**src/rtl/dmem_arbiter.sv**
```systemverilog
// Data-memory arbiter/sequencer: shares one memory port between core load/store and a loader.
// Optional grant/stall statistics counters are compiled in with DMEM_ARB_STATS_EN.
module dmem_arbiter #(
   parameter int ADDR_W       = 32,
   parameter int DATA_W       = 32,
   parameter int MEM_LATENCY  = 1,
   parameter int STARVE_LIMIT = 4
) (
   input  logic              clk1,
   input  logic              reset1,
   input  logic              core_req,
   input  logic              core_we,
   input  logic [ADDR_W-1:0] core_addr,
   input  logic [DATA_W-1:0] core_wdata,
   output logic [DATA_W-1:0] core_rdata,
   output logic              core_stall,
   input  logic              ldr_req,
   input  logic              ldr_we,
   input  logic [ADDR_W-1:0] ldr_addr,
   input  logic [DATA_W-1:0] ldr_wdata,
   output logic              ldr_gnt,
   output logic              ldr_rvalid,
   output logic [DATA_W-1:0] ldr_rdata,
   output logic              mem_en,
   output logic              mem_we,
   output logic [ADDR_W-1:0] mem_addr,
   output logic [DATA_W-1:0] mem_wdata,
   input  logic [DATA_W-1:0] mem_rdata
`ifdef DMEM_ARB_STATS_EN
   ,
   output logic [31:0]       stat_core_grants,
   output logic [31:0]       stat_ldr_grants,
   output logic [31:0]       stat_stall_cycles
`endif
);

   typedef enum logic [1:0] {IDLE, RD_CORE, RD_LDR} state_e;

   state_e            state_q, state_d;
   logic [2:0]        lat_cnt_q, lat_cnt_d;
   logic [3:0]        starve_cnt_q, starve_cnt_d;
   logic [DATA_W-1:0] core_rdata_q, core_rdata_d;
   logic [DATA_W-1:0] ldr_rdata_q, ldr_rdata_d;
   logic              core_win, ldr_win, core_done;

   always_comb begin
      state_d      = state_q;
      lat_cnt_d    = lat_cnt_q;
      starve_cnt_d = starve_cnt_q;
      core_rdata_d = core_rdata_q;
      ldr_rdata_d  = ldr_rdata_q;
      core_win     = 1'b0;
      ldr_win      = 1'b0;
      core_done    = 1'b0;
      ldr_gnt      = 1'b0;
      ldr_rvalid   = 1'b0;
      mem_en       = 1'b0;
      mem_we       = 1'b0;
      mem_addr     = '0;
      mem_wdata    = '0;
      case (state_q)
         IDLE: begin
            // Issue is gated by reset so the memory port stays quiet while reset is held.
            if (reset1) begin
               if (ldr_req && (!core_req || starve_cnt_q == 4'(STARVE_LIMIT)))
                  ldr_win = 1'b1;
               else if (core_req)
                  core_win = 1'b1;
            end
            if (core_win) begin
               mem_en    = 1'b1;
               mem_we    = core_we;
               mem_addr  = core_addr;
               mem_wdata = core_wdata;
               if (core_we) core_done = 1'b1;
               else begin
                  state_d   = RD_CORE;
                  lat_cnt_d = 3'(MEM_LATENCY);
               end
            end
            if (ldr_win) begin
               ldr_gnt   = 1'b1;
               mem_en    = 1'b1;
               mem_we    = ldr_we;
               mem_addr  = ldr_addr;
               mem_wdata = ldr_wdata;
               if (!ldr_we) begin
                  state_d   = RD_LDR;
                  lat_cnt_d = 3'(MEM_LATENCY);
               end
            end
         end
         RD_CORE, RD_LDR: begin
            lat_cnt_d = lat_cnt_q - 3'd1;
            if (lat_cnt_q == 3'd1) begin
               state_d = IDLE;
               if (state_q == RD_CORE) begin
                  core_done    = 1'b1;
                  core_rdata_d = mem_rdata;
               end else begin
                  ldr_rvalid  = 1'b1;
                  ldr_rdata_d = mem_rdata;
               end
            end
         end
         default: state_d = IDLE;
      endcase
      if (ldr_gnt || !ldr_req)
         starve_cnt_d = '0;
      else if (core_win && starve_cnt_q != 4'(STARVE_LIMIT))
         starve_cnt_d = starve_cnt_q + 4'd1;
   end

   // Read data is forwarded in the capture cycle so the core can write back as stall drops.
   assign core_rdata = core_rdata_d;
   assign ldr_rdata  = ldr_rdata_d;
   assign core_stall = core_req & ~core_done;

   always_ff @(posedge clk1 or negedge reset1) begin
      if (!reset1) begin
         state_q      <= IDLE;
         lat_cnt_q    <= '0;
         starve_cnt_q <= '0;
         core_rdata_q <= '0;
         ldr_rdata_q  <= '0;
      end else begin
         state_q      <= state_d;
         lat_cnt_q    <= lat_cnt_d;
         starve_cnt_q <= starve_cnt_d;
         core_rdata_q <= core_rdata_d;
         ldr_rdata_q  <= ldr_rdata_d;
      end
   end

`ifdef DMEM_ARB_STATS_EN
   logic [31:0] stat_core_q, stat_core_d, stat_ldr_q, stat_ldr_d, stat_stall_q, stat_stall_d;

   always_comb begin
      stat_core_d  = stat_core_q;
      stat_ldr_d   = stat_ldr_q;
      stat_stall_d = stat_stall_q;
      if (core_win && stat_core_q != '1) stat_core_d = stat_core_q + 32'd1;
      if (ldr_gnt && stat_ldr_q != '1) stat_ldr_d = stat_ldr_q + 32'd1;
      if (core_stall && stat_stall_q != '1) stat_stall_d = stat_stall_q + 32'd1;
   end

   always_ff @(posedge clk1 or negedge reset1) begin
      if (!reset1) begin
         stat_core_q  <= '0;
         stat_ldr_q   <= '0;
         stat_stall_q <= '0;
      end else begin
         stat_core_q  <= stat_core_d;
         stat_ldr_q   <= stat_ldr_d;
         stat_stall_q <= stat_stall_d;
      end
   end

   assign stat_core_grants  = stat_core_q;
   assign stat_ldr_grants   = stat_ldr_q;
   assign stat_stall_cycles = stat_stall_q;
`endif

endmodule

```
**config.mk**
```make
export PLATFORM = sky130hd
export DESIGN_NAME = dmem_arbiter
export DESIGN_NICKNAME = d
export VERILOG_FILES = /design/src/rtl/dmem_arbiter.sv
export SDC_FILE = /design/constraint.sdc
export NUM_CORES = 1
export LEC_CHECK = 0
export ABC_CLOCK_PERIOD_IN_PS = 2200
export BUFFER_PORTS_ARGS = -buffer_cell sky130_fd_sc_hd__buf_2
export CAP_MARGIN = 20
export CORE_AREA = 2 2 115 117
export DETAILED_ROUTE_END_ITERATION = 16
export DIE_AREA = 0 0 117 119
export PLACE_DENSITY = 0.62
export SETUP_SLACK_MARGIN = 0.4
export SYNTH_ARGS = -nofsm -noshare
export SYNTH_HDL_FRONTEND = slang
export SYNTH_SLANG_ARGS = --single-unit
```
**constraint.sdc**
```tcl
create_clock -name clk1 -period 2.2 [get_ports clk1]
set_input_delay 0.22 -clock clk1 [delete_from_list [all_inputs] [get_ports clk1]]
set_output_delay 0.22 -clock clk1 [all_outputs]
set_load 0.03 [all_outputs]
```
==> metrics, run 1 <==
PortBufs 298; switching share of power 39.8%; synth unique cells 35; Worst path max stage delay 0.39 ns; Tot Pwr ~12 mW; post-place setup slack around 0.12 ns; mux cell area share after synthesis 19.7%; Critical Path AT 2.12 ns; Pleak 4.17 nW; Least-Margin Pin Slew 0.783 ns; DRT Pass-1 Iters 4; Boundary Pins 299; GPL Wtd Cong roughly 0.89; failing checks setup timing; Die Area roughly 0.014 mm^2; cell count after placement 752; Crit Path Max Fanout 5; CTS Buf Count 9; Syn Nets 462; Clk Latency, worst-skew pair ~0.33 ns; starting density of the core 28.9%; Clk pwr share 13.6%; Core Footprint 0.0129 mm^2; combinational power share 68.5%; Setup Viol. Count Final 123; fraction of layout cells with a size suffix above 1 between 70 and 80%; Avg Inst Size Synth between 10 and 15 um^2; register area share after synthesis 49.1%; commonest non-fill, non-tap cell in the layout buf_2; Gate Count Post-Synth 289; synthesized cell area 0.00372 mm^2; Worst Setup Slack, final -0.140 ns; Tcrit/Tclk final 106%; skew final 0.00432 ns; asr flop ratio synth 100%; Final Max Tran Viols 0; # clock sinks 73; status finished with violations; vias in the first global route 4,394; Hold Crit Class primary input to async pin; site row count 42; initial antenna violation count 2; clock-pin slew on the worst setup and hold paths ~0.060 ns; EDFF count, synth 0; Synth Area in Compound Gates 19.2%; fmax 427 MHz; Die Ht about 120 um; total grt overflow 0; Worst setup EP type primary output; Adder-Cell Fraction of Synth Area between 2 and 2.5%; P_sw about 5 mW; drt initial violations ~130; Final ANT Viol Nets 0; DIE WIDTH 117 um; detailed placement HPWL roughly 12,000 um; CTS tree yes; Synth Area in XOR/XNOR less than 1%; largest net degree at the start of global routing 64; first-pass GRT wire length 26,000 um; most frequent cells in the layout 164 x buf_2, 147 x buf_6, 73 x dfrtp_1, 47 x mux2_4, 31 x a22o_4; Clock Path Buffers 2; RSZ-0062 raised after global routing true; Main synth FF type dfrtp_1; drt drc 0; largest family of logic cells by synthesized area multiplexers; All-Layer GR Usage 25.5%; CP Cell Sequence inv_2 > ha_4 > buf_6 > nand3b_1 > a21oi_4 > buf_12 > buf_12 > clkbuf_16 > a22o_1 > buf_6; Fin. Hold Viols 0; Seq pwr share roughly 18%; fin cells 839; Vias/cell around 5.0; VDD IR max 1.33 mV; post-synthesis simple-gate area fraction under 10%; slowest CP cell dfrtp_1; Internal 7.41 mW; Root Buffer clkbuf_16; area growth from synthesis to layout 123%; CP Launch Type register; CTS H-tree lvls 3; post-route minimum period approximately 2.3 ns; Worst slew margin 47.8%; Max-cap violations 0; yosys warns 0; Vias ~4,200; routed wire length 19,100 um; nets 829; flops & latches, synth 73; Setup CP Type register to primary output; WP data required 1.98 ns; Power Dens Cells 1480 mW/mm^2; WL per Instance 22.7 um
==> critical path, delay by kind of cell, from the launching register on <==
| family | cells | cell delay, ns |
|---|---|---|
| adder cells (fa/ha/maj) | 1 | 0.14 |
| AND/OR/NAND/NOR | 1 | 0.15 |
| buffers and inverters | 6 | 0.70 |
| flip-flops | 1 | 0.39 |
| AO/OA/AOI/OAI | 2 | 0.41 |
==> final timing paths <==
check | startpoint | slack (ns) | end | cells after the start
worst min register to register | ldr_rdata_q[14]$_DFF_PN0_ | 0.50 | ldr_rdata_q[14]$_DFF_PN0_ | 1
worst min-delay path | reset1 | 0.12 | state_q[0]$_DFFE_PN0P_ | 2
worst max-delay path | starve_cnt_q[1]$_DFFE_PN0P_ | -0.14 | mem_wdata[10] | 10
max in group asynchronous | reset1 | 1.43 | core_rdata_q[10]$_DFF_PN0_ | 2
worst max register to register | starve_cnt_q[0]$_DFFE_PN0P_ | 0.22 | starve_cnt_q[2]$_DFFE_PN0P_ | 10
min in group clk1 | mem_rdata[19] | 0.16 | ldr_rdata_q[19]$_DFF_PN0_ | 2
==> state kept, by name, summed over array words and instances (netlist names) <==
signal        flops
starve_cnt_q      4
state_q           2
core_rdata_q     32
ldr_rdata_q      32
lat_cnt_q         3
==> power groups by stage <==
stage / registers [mW] / clock network [mW] / logic (mW)
6_report: 2.20 / 1.68 / 8.43
2_1_floorplan: 2.14 / 0 / 4.15
3_3_place_gp: 2.18 / 0 / 5.45
3_5_place_dp: 2.21 / 0 / 5.52
5_1_grt: 2.27 / 1.78 / 8.75
4_1_cts: 2.20 / 1.71 / 7.86
==> Yosys cell counts, types with 3 or more instances <==
cell     instances  area [um^2]
inv_1            8         30.0
buf_6            7         78.8
mux2_1          12          135
nand2_1          3         11.3
a21oi_1          9         45.0
ha_1             7         87.6
dfrtp_1         73         1830
nor2_1           6         22.5
buf_2           11         55.1
buf_4            4         30.0
mux2_2          52          586
a22o_1          64          561
nand3_1          3         15.0
==> per-stage QoR <==
step	util, %	cell area (um^2)	setup TNS (ns)	hold slack, ns
floorplan	-	3930	0	-0.0756
finish	64.5	8310	-8.60	0.121
global route	64.5	8310	-17.31	0.150
CTS	61.0	7850	-6.18	0.142
detailed placement	43.7	5620	0	0.0829
global placement	43.7	5620	0	0.0835
==> routing by layer <==
layer  track usage [%]  vias to the layer above  wire [um]
li1                  -                     1843          -
met1              31.5                     2114       7660
met2              43.1                      212       9650
met3              5.70                       43       1200
met4              9.78                        0        558
met5                 0                        -          0
==> final cells by class <==
| class | count | area (um^2) |
|---|---|---|
| fillers | 925 | 4570 |
| repair buffers | 378 | 3610 |
| multi-input cells | 186 | 2260 |
| flip-flops and latches | 73 | 1830 |
| clock buffers | 11 | 243 |
| well taps | 176 | 220 |
| clock inverters | 5 | 103 |
| inverters | 8 | 30.0 |
| diodes | 2 | 5.00 |
==> cell families (layout without fill, tap and decap cells) <==
group | Yosys count | after routing
compound gates | 87 | 87
flops | 73 | 73
mux | 65 | 65
buf+inv | 30 | 402
simple gates | 26 | 26
fa+ha+maj | 7 | 7
xor+xnor | 1 | 1
other cells | 0 | 2
==> what timing repair did <==
item | CTS | global route
endpoints found under the hold margin | 10 | 0
pin swaps | 54 | 22
hold buffers | 1 | 0
setup endpoints to repair | 137 | 150
resized for setup | 330 | 41
buffers inserted | 33 | 13
gates cloned | 16 | 6
Note: power is estimated with default switching activity, not from simulation.
==> run 2, diff against run 1 <==
--- a/config.mk
+++ b/config.mk
@@ -5,7 +5,7 @@
 export SDC_FILE = /design/constraint.sdc
 export NUM_CORES = 1
 export LEC_CHECK = 0
-export ABC_CLOCK_PERIOD_IN_PS = 2200
+export ABC_CLOCK_PERIOD_IN_PS = 2300
 export BUFFER_PORTS_ARGS = -buffer_cell sky130_fd_sc_hd__buf_2
 export CAP_MARGIN = 20
 export CORE_AREA = 2 2 115 117
==> constraint.sdc (replaced) <==
create_clock -name clk1 -period 2.3 [get_ports clk1]
set_input_delay 0.23 -clock clk1 [delete_from_list [all_inputs] [get_ports clk1]]
set_output_delay 0.23 -clock clk1 [all_outputs]
set_load 0.1 [all_outputs]
==> run 2 against run 1 <==
The flow still finishes with violations (setup timing). Final cell count rose by 2.6%. Flip-flop and latch count did not move. Hold slack improved by 0.058 ns. Die area did not move. Sequential share of layout area fell by 3.6 points. Utilization rose by 13 points. Worst setup slack improved by 0.028 ns. Global-route usage rose by 1.8 points. Critical path type unchanged.
==> metrics, run 2 (synthesis gave the netlist of run 1 again) <==
Final ANT Viol Nets 0 (unchanged); CP Cell Sequence inv_2 > ha_4 > and4bb_4 > buf_12 > buf_16 > mux2_4 > buf_12; # clock sinks 73 (unchanged); Top Registers core_rdata_q: 32 flops, ldr_rdata_q: 32 flops, starve_cnt_q: 4 flops; skew final 0.00969 ns (+0.00537 ns); Vias/cell 4.97 (-1.1%); Least-Margin Pin Slew 0.887 ns (+0.104 ns); fraction of layout cells with a size suffix above 1 82.8% (+5.2 points); post-route minimum period 2.41 ns; worst setup path endpoint ldr_rdata[26]; CTS Buf Count 9 (unchanged); Worst slew margin 40.9% (-6.9 points); status finished with violations; slowest CP cell dfrtp_1; Worst Setup Slack, final -0.113 ns (+0.0275 ns); Boundary Pins 299 (unchanged); clock-pin slew on the worst setup and hold paths 0.07 ns (about the same); DIE WIDTH 117 um (unchanged); Critical Path AT 2.18 ns (+0.06 ns); Die Ht 119 um (unchanged); GPL Wtd Cong 0.843 (-5.7%); first-pass GRT wire length 28,100 um (+8.2%); Worst path depth 7 (-3); Die Area 0.0139 mm^2 (unchanged); Critical Path Source state_q[0]$_DFFE_PN0P_; total grt overflow 0 (unchanged); CTS tree yes; worst r2r src state_q[0]$_DFFE_PN0P_; Crit Path Max Fanout 8 (+3); drt drc 0 (unchanged); Final Max Tran Viols 0 (unchanged); CTS H-tree lvls 3 (unchanged); Clk Latency, worst-skew pair 0.33 ns (about the same); FF-to-FF path depth 8 (-2); Worst path max stage delay 0.42 ns (+0.03 ns); Worst setup EP type primary output; fmax 414 MHz; site row count 42 (unchanged); CP Launch Type register; failing checks setup timing; RR Endpoint ldr_rdata_q[26]$_DFF_PN0_; starting density of the core 28.9% (unchanged); nets 853 (+2.9%); WP buf/inv 4 (-2); PortBufs 298 (unchanged); CP delay by family, top buffers and inverters; Core Footprint 0.0129 mm^2 (unchanged); WL per Instance 22.6 um (-0.75%); Fillers 716 (-23%); Vias 4,275 (+1.5%); largest net degree at the start of global routing 70 (+9.4%); vias in the first global route 4,738 (+7.8%); WP data required 2.07 ns (+0.09 ns); antenna cells 0 (-2); post-place setup slack 0.131 ns (+0.00723 ns); All-Layer GR Usage 27.3% (+1.8 points); DP Area 0.00767 mm^2 (+37%); routed wire length 19,400 um (+1.9%); RSZ-0062 raised after global routing true; Design Area, Final 0.00995 mm^2 (+20%); Clock Path Buffers 2 (unchanged); DRT Pass-1 Iters 4 (unchanged); CP dominant cell by count buf_12; Fin. Hold Viols 0 (unchanged); Root Buffer clkbuf_16; Max-cap violations 0 (unchanged); most frequent cells in the layout 165 x buf_2, 145 x buf_12, 73 x dfrtp_1, 64 x a22o_4, 64 x mux2_4; Tcrit/Tclk final 105%; reg2reg setup slack 0.28 ns (+0.06 ns); drt initial violations 198 (+53%); Setup CP Type register to primary output; initial antenna violation count 0 (-2); Setup Viol. Count Final 95 (-23%); detailed placement HPWL 12,100 um (+3.4%); area growth from synthesis to layout 168%; Hold Crit Class primary input to register; commonest non-fill, non-tap cell in the layout buf_2
==> run 2: cell types whose count changed in the layout (fill, tap and decap cells not counted), moves of 14 or more <==
cell	before	now
buf_12	11	145
a22o_1	30	0
buf_4	26	40
buf_6	147	25
mux2_4	47	64
a22o_4	31	64
mux2_2	17	0
==> run 2: worst reg2reg max path: cells and delay by family (launching register included) <==
| family | cells | cell delay, ns |
|---|---|---|
| and+or+nand+nor | 1 | 0.32 |
| DFF | 1 | 0.42 |
| muxes | 1 | 0.34 |
| adders and majority gates | 1 | 0.27 |
| buffers and inverters | 5 | 0.56 |
==> run 2: stage by stage <==
stage	hold WS [ns]	instances	TNS, ns	util, %
6_report	0.180	861	-4.29	77.3
5_1_grt	0.173	861	-11.40	77.3
4_1_cts	0.164	839	-2.40	75.2
3_5_place_dp	0.0934	758	0	59.6
3_3_place_gp	0.0876	758	0	59.6
2_1_floorplan	-0.0656	289	0	-
==> run 2: timing repair <==
item                                   4_1_cts  5_1_grt
endpoints found under the hold margin        4        0
hold buffers                                 1        0
gates cloned                                15        1
pin swaps                                   44       25
setup buffers                               49       21
setup endpoints to repair                  133      144
gates resized for setup                    214       20
==> run 2: final cells by class <==
type	instances	area [um^2]	area share, %
Multi-Input combinational cell	186	2610	26.2
Sequential cell	73	1830	18.4
Tap cell	176	220	2.21
Timing Repair Buffer	402	4930	49.6
Clock buffer	9	225	2.26
Inverter	8	30.0	0.302
Clock inverter	7	103	1.03
==> run 2: worst min path at each step <==
stage	start	endpoint	slack (ns)	cells past startpoint
floorplan	reset1	core_rdata_q[0]$_DFF_PN0_	-0.07	0
global placement	reset1	starve_cnt_q[2]$_DFFE_PN0P_	0.09	1
detailed placement	reset1	starve_cnt_q[2]$_DFFE_PN0P_	0.09	1
CTS	mem_rdata[16]	core_rdata_q[16]$_DFF_PN0_	0.16	2
global route	mem_rdata[20]	core_rdata_q[20]$_DFF_PN0_	0.17	2
finish	mem_rdata[20]	core_rdata_q[20]$_DFF_PN0_	0.18	2
==> run 2: routing by layer <==
layer	part of all wire, %	global-route usage [%]
met1	34	28.8
met2	56	52.0
met5	0	0
met4	3.8	9.56
met3	6.3	6.21
Power of run 2 is not shown: default switching activity piles up to over one toggle a cycle in this logic, so the estimate is an artifact.
==> run 3, diff against run 2 <==
--- a/config.mk
+++ b/config.mk
@@ -5,13 +5,14 @@
 export SDC_FILE = /design/constraint.sdc
 export NUM_CORES = 1
 export LEC_CHECK = 0
-export ABC_CLOCK_PERIOD_IN_PS = 2300
+export ABC_CLOCK_PERIOD_IN_PS = 2029
 export BUFFER_PORTS_ARGS = -buffer_cell sky130_fd_sc_hd__buf_2
 export CAP_MARGIN = 20
 export CORE_AREA = 2 2 115 117
 export DETAILED_ROUTE_END_ITERATION = 16
 export DIE_AREA = 0 0 117 119
-export PLACE_DENSITY = 0.62
+export MAX_ROUTING_LAYER = met4
+export PLACE_DENSITY = 0.65
 export SETUP_SLACK_MARGIN = 0.4
 export SYNTH_ARGS = -nofsm -noshare
 export SYNTH_HDL_FRONTEND = slang
==> constraint.sdc (replaced) <==
create_clock -name clk1 -period 2.03 [get_ports clk1]
set_input_delay 0.203 -clock clk1 [delete_from_list [all_inputs] [get_ports clk1]]
set_output_delay 0.203 -clock clk1 [all_outputs]
set_load 0.1 [all_outputs]
==> run 3 against run 2 <==
The run still ends with setup timing left. Final cell count fell by 1.3%. Non-clock buffer count fell by 11. Worst setup slack worse by 0.20 ns. Register-to-register slack got worse by 0.24 ns. Die area unchanged. Hold slack worse by 0.039 ns. Critical path depth did not move. Via count fell by 1.4%. Highest routed layer unchanged. Final area shrank 0.79%. Count of clock-buffer cells in the layout did not move.
==> metrics, run 3 (synthesis gave the netlist of run 1 again) <==
fmax ~430 MHz; Hold Crit Class primary input to register; cell count after placement 759 (+0.13%); DP Area 0.00769 mm^2 (+0.20%); CP Cell Sequence inv_2 > ha_4 > and4bb_4 > buf_6 > clkbuf_16 > mux2_4 > buf_12; Setup Viol. Count Final 132 (+39%); Least-Margin Pin Slew 0.906 ns (+0.0186 ns); post-route minimum period 2.34 ns; initial antenna violation count 0 (unchanged); Vias/cell 4.96 (-0.15%); Worst path max stage delay 0.39 ns (-0.03 ns); fin cells 850 (-1.3%); clock-pin slew on the worst setup and hold paths 0.08 ns (about the same); RR Endpoint lat_cnt_q[2]$_DFFE_PN0P_; slowest CP cell dfrtp_1; Fillers 705 (-1.5%); commonest non-fill, non-tap cell in the layout buf_2; Setup CP Type register to primary output; worst-case hold path end point core_rdata_q[13]$_DFF_PN0_; Critical Path AT 2.14 ns (-0.04 ns); Worst Hold Depth 2 (unchanged); Crit Path Max Fanout 6 (-2); status finished with violations; worst r2r src starve_cnt_q[1]$_DFFE_PN0P_; Core Footprint 0.0129 mm^2 (unchanged); Max-cap violations 0 (unchanged); Design Area, Final 0.00987 mm^2 (-0.79%); Top Registers core_rdata_q: 32 flops, ldr_rdata_q: 32 flops, starve_cnt_q: 4 flops; RSZ-0062 raised after global routing true; Boundary Pins 299 (unchanged); CTS H-tree lvls 3 (unchanged); FF-to-FF path depth 10 (+2); total grt overflow 0 (unchanged); Final ANT Viol Nets 0 (unchanged); WP buf/inv 4 (unchanged); first-pass GRT wire length 27,200 um (-3.4%); WL per Instance 23.7 um (+5.2%); CTS tree yes; PortBufs 298 (unchanged); skew final 0.0211 ns (+0.0114 ns); Die Ht 119 um (unchanged); Tcrit/Tclk final 115%; Clk Latency, worst-skew pair 0.35 ns (+0.02 ns); drt initial violations 197 (-0.51%); Worst setup EP type primary output; detailed placement HPWL 12,500 um (+3.2%); Worst slew margin 39.6% (-1.2 points); reg2reg setup slack 0.04 ns (-0.24 ns); Root Buffer clkbuf_16; Worst Setup Slack, final -0.309 ns (-0.197 ns); site row count 42 (unchanged); All-Layer GR Usage 27.4% (+0.12 points); Vias 4,214 (-1.4%); nets 842 (-1.3%); DRT Pass-1 Iters 4 (unchanged); hold_sp mem_rdata[13]; largest net degree at the start of global routing 72 (+2.9%); fraction of layout cells with a size suffix above 1 83.5% (+0.76 points); starting density of the core 28.9% (unchanged); WP data required 1.83 ns (-0.24 ns); CP Launch Type register; failing checks setup timing; antenna cells 0 (unchanged); routed wire length 20,200 um (+3.9%); drt drc 0 (unchanged); Final Max Tran Viols 0 (unchanged); CTS Buf Count 9 (unchanged); DIE WIDTH 117 um (unchanged); vias in the first global route 4,460 (-5.9%); most frequent cells in the layout 165 x buf_2, 142 x buf_12, 73 x dfrtp_1, 64 x a22o_4, 64 x mux2_4; GPL Wtd Cong 0.808 (-4.1%); Fin Setup TNS -35.21 ns (-30.92 ns); # clock sinks 73 (unchanged); Die Area 0.0139 mm^2 (unchanged); CP delay by family, top buffers and inverters; Clock Path Buffers 2 (unchanged); Fin. Hold Viols 0 (unchanged); area growth from synthesis to layout 165%
[run 3: changes by cell type in the layout (fill, tap and decap cells not counted), moves of 3 or more]
cell and change:
buf_4 -14, buf_12 -3, clkbuf_16 +5, buf_6 +9
clkinvlp_4 +3, buf_8 -6
[run 3: worst max-delay path by stage]
stage | start | endpoint | slack (ns) | cells past startpoint
after floorplan | starve_cnt_q[0]$_DFFE_PN0P_ | mem_we | 0.006 | 8
after global placement | state_q[0]$_DFFE_PN0P_ | core_rdata[12] | -0.02 | 7
after detailed placement | state_q[0]$_DFFE_PN0P_ | ldr_rdata[2] | -0.06 | 6
after CTS | state_q[0]$_DFFE_PN0P_ | ldr_rdata[2] | -0.31 | 6
after global routing | starve_cnt_q[1]$_DFFE_PN0P_ | mem_wdata[30] | -0.39 | 10
final | state_q[0]$_DFFE_PN0P_ | ldr_rdata[14] | -0.31 | 7
[run 3: area by class of cell]
class | count | area [um^2] | share of cell area (%)
timing repair buffer | 391 | 4850 | 49.1
sequential | 73 | 1830 | 18.5
clock buffer | 9 | 225 | 2.28
multi-input combinational | 186 | 2660 | 26.9
tap | 176 | 220 | 2.23
inverter | 8 | 30.0 | 0.304
clock inverter | 7 | 60.1 | 0.609
[run 3: routing by layer]
layer,share of wire [%],routed length [um],track usage (%),vias to the layer above
li1,-,-,-,1866
met1,36,7350,29.6,2091
met2,54,11000,48.4,214
met3,5.1,1040,5.39,43
met4,4.0,801,11.8,0
met5,0,0,-,-
[run 3: repair_timing]
item                                    CTS  global route
endpoints found under the setup margin  202           206
resized for setup                       168            40
setup buffers                            30            22
pin swaps                                51            17
hold buffers                              1             0
cloned                                   15             7
hold endpoints to repair                  2             0
[run 3: through the flow]
| step | utilization [%] | hold slack (ns) | setup slack [ns] |
|---|---|---|---|
| after floorplan | - | -0.0926 | 0.00613 |
| after global routing | 76.7 | 0.140 | -0.386 |
| final | 76.7 | 0.141 | -0.309 |
| after global placement | 59.7 | 0.0374 | -0.0199 |
| after CTS | 72.4 | 0.125 | -0.308 |
| after detailed placement | 59.7 | 0.0384 | -0.0569 |
Power of run 3 is left out for the same reason.
